===== src/rtl/mul_seq_ctrl_if.sv =====
// ---------------------------------------------------------------------------
// mul_seq_ctrl_if
// Bundles everything the shift-and-add sequencer exchanges with the outside:
// the execute-stage request/response handshake and the operand/result path
// to the shared external carry-lookahead adder.
//
// Signals (direction seen from the sequencer, modport slave):
//   START   in   request, taken only when READY=1
//   MCAND   in   multiplicand (WIDTH)
//   MPLIER  in   multiplier (WIDTH)
//   ADDEND  in   accumulate term (WIDTH), only with MUL_SEQ_MAC_EN defined
//   READY   out  sequencer idle, can accept
//   BUSY    out  multiply in progress (CALC or FIN)
//   DONE    out  one-cycle pulse, PROD valid
//   PROD    out  product (2*WIDTH)
//   ADD_A   out  adder operand A
//   ADD_B   out  adder operand B
//   ADD_CI  out  adder carry-in (always 0)
//   ADD_S   in   adder sum, combinational return
//   ADD_CO  in   adder carry-out, combinational return
//
// The master modport is the execute stage plus the adder, i.e. the mirror.
// Optional feature macro: MUL_SEQ_MAC_EN (adds ADDEND).
// ---------------------------------------------------------------------------
interface mul_seq_ctrl_if #(
    parameter int WIDTH = 8
);
    logic                 START;
    logic [WIDTH-1:0]     MCAND;
    logic [WIDTH-1:0]     MPLIER;
`ifdef MUL_SEQ_MAC_EN
    logic [WIDTH-1:0]     ADDEND;
`endif
    logic                 READY;
    logic                 BUSY;
    logic                 DONE;
    logic [2*WIDTH-1:0]   PROD;
    logic [WIDTH-1:0]     ADD_A;
    logic [WIDTH-1:0]     ADD_B;
    logic                 ADD_CI;
    logic [WIDTH-1:0]     ADD_S;
    logic                 ADD_CO;

    modport slave (
        input  START, MCAND, MPLIER,
`ifdef MUL_SEQ_MAC_EN
        input  ADDEND,
`endif
        input  ADD_S, ADD_CO,
        output READY, BUSY, DONE, PROD,
        output ADD_A, ADD_B, ADD_CI
    );

    modport master (
        output START, MCAND, MPLIER,
`ifdef MUL_SEQ_MAC_EN
        output ADDEND,
`endif
        output ADD_S, ADD_CO,
        input  READY, BUSY, DONE, PROD,
        input  ADD_A, ADD_B, ADD_CI
    );
endinterface


===== src/rtl/mul_seq_ctrl.sv =====
// ---------------------------------------------------------------------------
// mul_seq_ctrl
// Unsigned WIDTH x WIDTH -> 2*WIDTH shift-and-add multiplier that borrows an
// external WIDTH-bit adder. One iteration per clock: the adder adds the
// multiplicand (gated by the current multiplier LSB) onto the accumulator,
// and the (carry, sum) pair is shifted right one place into {ACC, Q}.
//
// Ports:
//   CLK   in   clock, rising edge
//   RSTn  in   synchronous reset, active-low
//   bus   mul_seq_ctrl_if.slave (handshake + adder operand/result path)
//
// Timing: accept at E0, CALC at E1..E(WIDTH), DONE high for the cycle after
// E(WIDTH), READY again after E(WIDTH+1).
//
// Optional feature macro: MUL_SEQ_MAC_EN -- accumulator starts at ADDEND so
// the result is MCAND*MPLIER + ADDEND.
// ---------------------------------------------------------------------------
module mul_seq_ctrl #(
    parameter int WIDTH = 8,
    parameter int CNT_W = 4
) (
    input  logic              CLK,
    input  logic              RSTn,
    mul_seq_ctrl_if.slave     bus
);
    typedef enum logic [1:0] {S_IDLE, S_CALC, S_FIN} state_t;

    state_t               r_state;
    logic [WIDTH-1:0]     r_acc;
    logic [WIDTH-1:0]     r_q;
    logic [WIDTH-1:0]     r_m;
    logic [CNT_W-1:0]     r_cnt;
    logic [2*WIDTH-1:0]   r_prod;
    logic                 r_ready;
    logic                 r_busy;
    logic                 r_done;

    logic                 w_calc;
    logic [WIDTH-1:0]     w_add_b;
    logic [WIDTH-1:0]     w_acc_next;
    logic [WIDTH-1:0]     w_q_next;
    logic [WIDTH-1:0]     w_acc_init;

    assign w_calc = (r_state == S_CALC);

    // Operand B is M masked by Q[0]; also forced to zero outside CALC so
    // the shared adder sees no activity while we are idle.
    generate
        for (genvar gi = 0; gi < WIDTH; gi++) begin : g_add_b
            assign w_add_b[gi] = w_calc & r_q[0] & r_m[gi];
        end
    endgenerate

    assign bus.ADD_A  = w_calc ? r_acc : '0;
    assign bus.ADD_B  = w_add_b;
    assign bus.ADD_CI = 1'b0;

    // Shift the (WIDTH+1)-bit adder result right by one into {ACC, Q}:
    // carry becomes ACC MSB, sum LSB falls into the top of Q.
    assign w_acc_next = {bus.ADD_CO, bus.ADD_S[WIDTH-1:1]};
    assign w_q_next   = {bus.ADD_S[0], r_q[WIDTH-1:1]};

`ifdef MUL_SEQ_MAC_EN
    assign w_acc_init = bus.ADDEND;
`else
    assign w_acc_init = '0;
`endif

    always_ff @(posedge CLK) begin
        if (!RSTn) begin
            r_state <= S_IDLE;
            r_acc   <= '0;
            r_q     <= '0;
            r_m     <= '0;
            r_cnt   <= '0;
            r_prod  <= '0;
            r_ready <= 1'b1;
            r_busy  <= 1'b0;
            r_done  <= 1'b0;
        end else begin
            case (r_state)
                S_IDLE: begin
                    if (bus.START) begin
                        r_m     <= bus.MCAND;
                        r_q     <= bus.MPLIER;
                        r_acc   <= w_acc_init;
                        r_cnt   <= '0;
                        r_state <= S_CALC;
                        r_ready <= 1'b0;
                        r_busy  <= 1'b1;
                    end
                end
                S_CALC: begin
                    r_acc <= w_acc_next;
                    r_q   <= w_q_next;
                    r_cnt <= r_cnt + 1'b1;
                    if (r_cnt == CNT_W'(WIDTH - 1)) begin
                        // Last iteration: capture the shifted result directly.
                        r_prod  <= {w_acc_next, w_q_next};
                        r_done  <= 1'b1;
                        r_state <= S_FIN;
                    end
                end
                S_FIN: begin
                    r_done  <= 1'b0;
                    r_busy  <= 1'b0;
                    r_ready <= 1'b1;
                    r_state <= S_IDLE;
                end
                default: begin
                    r_state <= S_IDLE;
                    r_ready <= 1'b1;
                    r_busy  <= 1'b0;
                    r_done  <= 1'b0;
                end
            endcase
        end
    end

    assign bus.READY = r_ready;
    assign bus.BUSY  = r_busy;
    assign bus.DONE  = r_done;
    assign bus.PROD  = r_prod;

endmodule


===== src/flat_wrapper.sv =====
// flat-port wrapper written by rule: the top's interface ports become plain ports
module mul_seq_ctrl_flat 
#(
    parameter int WIDTH = 8,
    parameter int CNT_W = 4
)
  (CLK, RSTn, bus_START, bus_MCAND, bus_MPLIER, bus_ADD_S, bus_ADD_CO, bus_READY, bus_BUSY, bus_DONE, bus_PROD, bus_ADD_A, bus_ADD_B, bus_ADD_CI);
  mul_seq_ctrl_if #(.WIDTH(WIDTH)) bus_i ();
  input  logic CLK;
  input  logic RSTn;
  input wire logic [$bits(bus_i.START)-1:0] bus_START;
  input wire logic [$bits(bus_i.MCAND)-1:0] bus_MCAND;
  input wire logic [$bits(bus_i.MPLIER)-1:0] bus_MPLIER;
  input wire logic [$bits(bus_i.ADD_S)-1:0] bus_ADD_S;
  input wire logic [$bits(bus_i.ADD_CO)-1:0] bus_ADD_CO;
  output wire logic [$bits(bus_i.READY)-1:0] bus_READY;
  output wire logic [$bits(bus_i.BUSY)-1:0] bus_BUSY;
  output wire logic [$bits(bus_i.DONE)-1:0] bus_DONE;
  output wire logic [$bits(bus_i.PROD)-1:0] bus_PROD;
  output wire logic [$bits(bus_i.ADD_A)-1:0] bus_ADD_A;
  output wire logic [$bits(bus_i.ADD_B)-1:0] bus_ADD_B;
  output wire logic [$bits(bus_i.ADD_CI)-1:0] bus_ADD_CI;
  assign bus_i.START = bus_START;
  assign bus_i.MCAND = bus_MCAND;
  assign bus_i.MPLIER = bus_MPLIER;
  assign bus_i.ADD_S = bus_ADD_S;
  assign bus_i.ADD_CO = bus_ADD_CO;
  assign bus_READY = bus_i.READY;
  assign bus_BUSY = bus_i.BUSY;
  assign bus_DONE = bus_i.DONE;
  assign bus_PROD = bus_i.PROD;
  assign bus_ADD_A = bus_i.ADD_A;
  assign bus_ADD_B = bus_i.ADD_B;
  assign bus_ADD_CI = bus_i.ADD_CI;
  mul_seq_ctrl #(.WIDTH(WIDTH), .CNT_W(CNT_W)) u_core (.CLK(CLK), .RSTn(RSTn), .bus(bus_i));
endmodule

===== config.mk =====
export PLATFORM = sky130hd
export DESIGN_NAME = mul_seq_ctrl_flat
export DESIGN_NICKNAME = d
export VERILOG_FILES = /design/src/rtl/mul_seq_ctrl_if.sv /design/src/rtl/mul_seq_ctrl.sv /design/src/flat_wrapper.sv
export SDC_FILE = /design/constraint.sdc
export NUM_CORES = 1
export LEC_CHECK = 0
export CAP_MARGIN = 20
export CORE_MARGIN = 4
export CORE_UTILIZATION = 49
export CTS_BUF_LIST = sky130_fd_sc_hd__clkbuf_4 sky130_fd_sc_hd__clkbuf_8 sky130_fd_sc_hd__clkbuf_16
export CTS_CLUSTER_DIAMETER = 60
export DETAILED_ROUTE_END_ITERATION = 12
export PLACE_DENSITY = 0.84
export RECOVER_POWER = 25
export SLEW_MARGIN = 15
export SYNTH_ARGS = -nofsm -noshare
export SYNTH_HDL_FRONTEND = slang
export SYNTH_SLANG_ARGS = --single-unit

===== constraint.sdc =====
create_clock -name CLK -period 2.9 [get_ports CLK]
set_input_delay 0.435 -clock CLK [delete_from_list [all_inputs] [get_ports CLK]]
set_output_delay 0.435 -clock CLK [all_outputs]
set_load 0.03 [all_outputs]

==> key figures <==
Run status
  – Status: completed

Layout
  – Fill cells: 312
  – Final Cell Area: 0.00263 mm²
  – Share of layout cells above drive strength 1: 4.92%
  – Nets: 292
  – Seq. cell area: 981 µm²
  – Area occupied by multi-input gates: 866 µm²
  – Antenna Cells: 0
  – Area Growth Syn to Fin: 34.2%

Floorplanning
  – Die Footprint: 0.00507 mm²
  – Rows: 22
  – Total core area: 0.00377 mm²
  – Die W: 71.2 µm
  – I/O pin cnt: 64
  – Die Y: 71.2 µm
  – Starting Density: 52.0%

Critical path
  – Worst EP required: 2470 ps
  – Crit path DAT: 2270 ps
  – Crit Path Class: flop to primary output
  – Crit path max fanout: 32
  – Critical Path Sink Type: primary output
  – Startpoint Class: flop

Place
  – Gpl congestion: 0.772
  – Area after DPL: 0.00255 mm²
  – Post-DP HPWL: 2960 µm
  – Buffers on Ports: 62
  – Post-place setup slack: 529 ps

Timing
  – Final critical-path required period: 2710 ps
  – Setup ws final: 191 ps
  – Final Cycle Share: 93.4%
  – Hold slack: 466 ps
  – Final Hold Viols: 0
  – Post-route setup TNS: 0 ps
  – Max-slew headroom: 47.9%
  – F_max: 369 MHz
  – Max Slew Vio Count: 0
  – Clk_skew: 11.7 ps
  – Setup violators final: 0
  – Worst-Margin Slew: 777 ps
  – Unrepaired setup endpoints after global routing: false

Clock tree
  – CTS Buf Count: 5
  – Post-CTS Resized: 0
  – Htree depth: 2
  – TritonCTS clock tree: done
  – Clock sinks: 49
  – Reg clk slew, reported paths: 80 ps
  – Number of setup buffers added after CTS: 0
  – Clock Tree Buf Depth: 2
  – # hold bufs at CTS: 0
  – Clock latency on the worst-skew pair: 300 ps
  – Clock tree root buffer cell: clkbuf_8

Yosys
  – Average cell area after synthesis: 9.38 µm²
  – Top-count cell post-synth: dfxtp_1
  – Syn nets: 238
  – Async SR Flop Fraction: 0%
  – #FFs+latches synth: 49
  – Top_reg_cell synth: dfxtp_1
  – Post-synth top area share: 50.1%
  – Synth top cells by count: 49 x dfxtp_1, 43 x nand2_1, 16 x a21boi_0, 16 x a22o_1, 10 x nand3_1
  – Number of flops mapped to enable cells by yosys: 0
  – Yosys warns: 0
  – Cell taking the most area after synthesis: dfxtp_1
  – Synthesized area: 0.00196 mm²
  – Synth unique cells: 35
  – Post-synthesis cell count: 209
  – Area contributors post-synth: dfxtp_1 50%, nand2_1 8.2%, a22o_1 7.2%, a21boi_0 6.1%, and3_1 2.9%
  – Sequential fraction of the synthesis area: 50.1%

Global route
  – Grt met2 use: 28.0%
  – Initial antenna violation count: 0
  – Met1 GRT Util: 23.4%
  – Tot GR Track Use: 17.6%
  – First-pass GRT wire length: 7290 µm
  – Global route overflow: 0
  – Met3 GRT Util: 5.05%
  – Vias in the first global route: 1570
  – Busiest grt layer: met2
  – Largest net degree at the start of global routing: 33

Detailed routing
  – DR WL/cell: 13.9 µm
  – Routed Antenna Nets: 0
  – Vias/cell: 5.25
  – Remaining DRCs: 0
  – 1st-pass router iterations: 4
  – Vias: 1638
  – Detailed Route WL: 4330 µm
  – Starting DRT DRC Count: 143

Hold path
  – Hold crit path type: flop to flop

Pwr
  – Cell internal pwr: 946 µW
  – Leak: 1.05 nW
  – Sequential share of power: 57.1%
  – Part of the power in the clock network: 31.1%
  – Sw Ratio: 24.7%
  – Combinational Power Share: 11.8%
  – Max rail drop VDD: 0.307 mV
  – Power Dens Cells: 478 mW/mm²
  – Psw: 310 µW

Run
  – Max Cap Viol: 0
==> per-stage QoR <==
step                power (mW)  cells  utilization (%)
finish                    1.26    312             69.7
global route              1.31    312             69.7
CTS                       1.26    312             69.8
detailed placement       0.883    304             67.5
global placement         0.879    304             67.5
floorplan                0.818    209                -
==> final cells by class <==
class	instances	share of cell area, %
Sequential cell	49	37.3
Multi-Input combinational cell	142	32.9
Timing Repair Buffer	64	24.0
Clock buffer	6	2.90
Tap cell	48	2.28
Clock inverter	2	0.381
Inverter	1	0.143
==> registers in the layout, summed over array words and instances, names as in the netlist <==
register / count
u_core.bus.PROD: 16
u_core.r_acc: 8
u_core.r_m: 8
u_core.r_q: 8
u_core.r_cnt: 4
u_core.r_state: 2
u_core.bus.BUSY: 1
u_core.bus.DONE: 1
u_core.bus.READY: 1
==> final timing paths <==
check / start / endpoint / slack, ps / depth (start not counted)
worst max register to register: u_core.r_state[0] / u_core.bus.PROD[9] / 1020 / 4
worst min register to register: u_core.bus.DONE / u_core.bus.DONE / 470 / 1
worst max-delay path: u_core.r_state[0] / bus_ADD_A[7] / 190 / 3
worst min-delay path: u_core.bus.DONE / u_core.bus.DONE / 470 / 1
==> metal layers <==
layer,up-vias,routed length [µm]
met2,43,2020
met4,0,44
met1,759,2000
met3,6,273
met5,-,0
li1,830,-
==> logic make-up (layout without fill, tap and decap cells) <==
kind of cell               after synthesis  in the layout  share of synthesized area (%)
AOI/OAI and AO/OA                       59             59                           22.2
adders and majority gates                1              1                          0.638
buffers and inverters                   18             73                           5.75
DFF                                     49             49                           50.1
other                                    1              1                          0.191
and+or+nand+nor                         81             81                           21.1
==> cell usage in the layout (no fill, tap or decap), types with 2 or more instances in the layout <==
master | Yosys | routed
clkdlybuf4s50_1 | 0 | 60
clkinv_2 | 0 | 2
o21ai_0 | 9 | 9
a31oi_1 | 8 | 8
and3b_1 | 2 | 2
clkbuf_8 | 0 | 5
dlygate4sd3_1 | 0 | 2
dfxtp_1 | 49 | 49
nand2_1 | 43 | 43
and2_1 | 8 | 8
a21boi_0 | 16 | 17
and2b_1 | 2 | 2
and3_1 | 9 | 9
nand3_1 | 10 | 10
a21oi_1 | 2 | 2
a22o_1 | 16 | 16
==> power groups by stage <==
stage	registers [mW]	logic [mW]	clock network (mW)
finish	0.718	0.148	0.391
global route	0.721	0.164	0.425
CTS	0.717	0.150	0.397
global placement	0.732	0.147	0
detailed placement	0.733	0.150	0
floorplan	0.732	0.0859	0
==> worst max-delay path: stages (launching register included) <==
cell and delay (ps):
dfxtp_1 440, nor2b_4 600, and2_1 250, clkdlybuf4s50_1 680
Power figures use the tool's default switching activity.
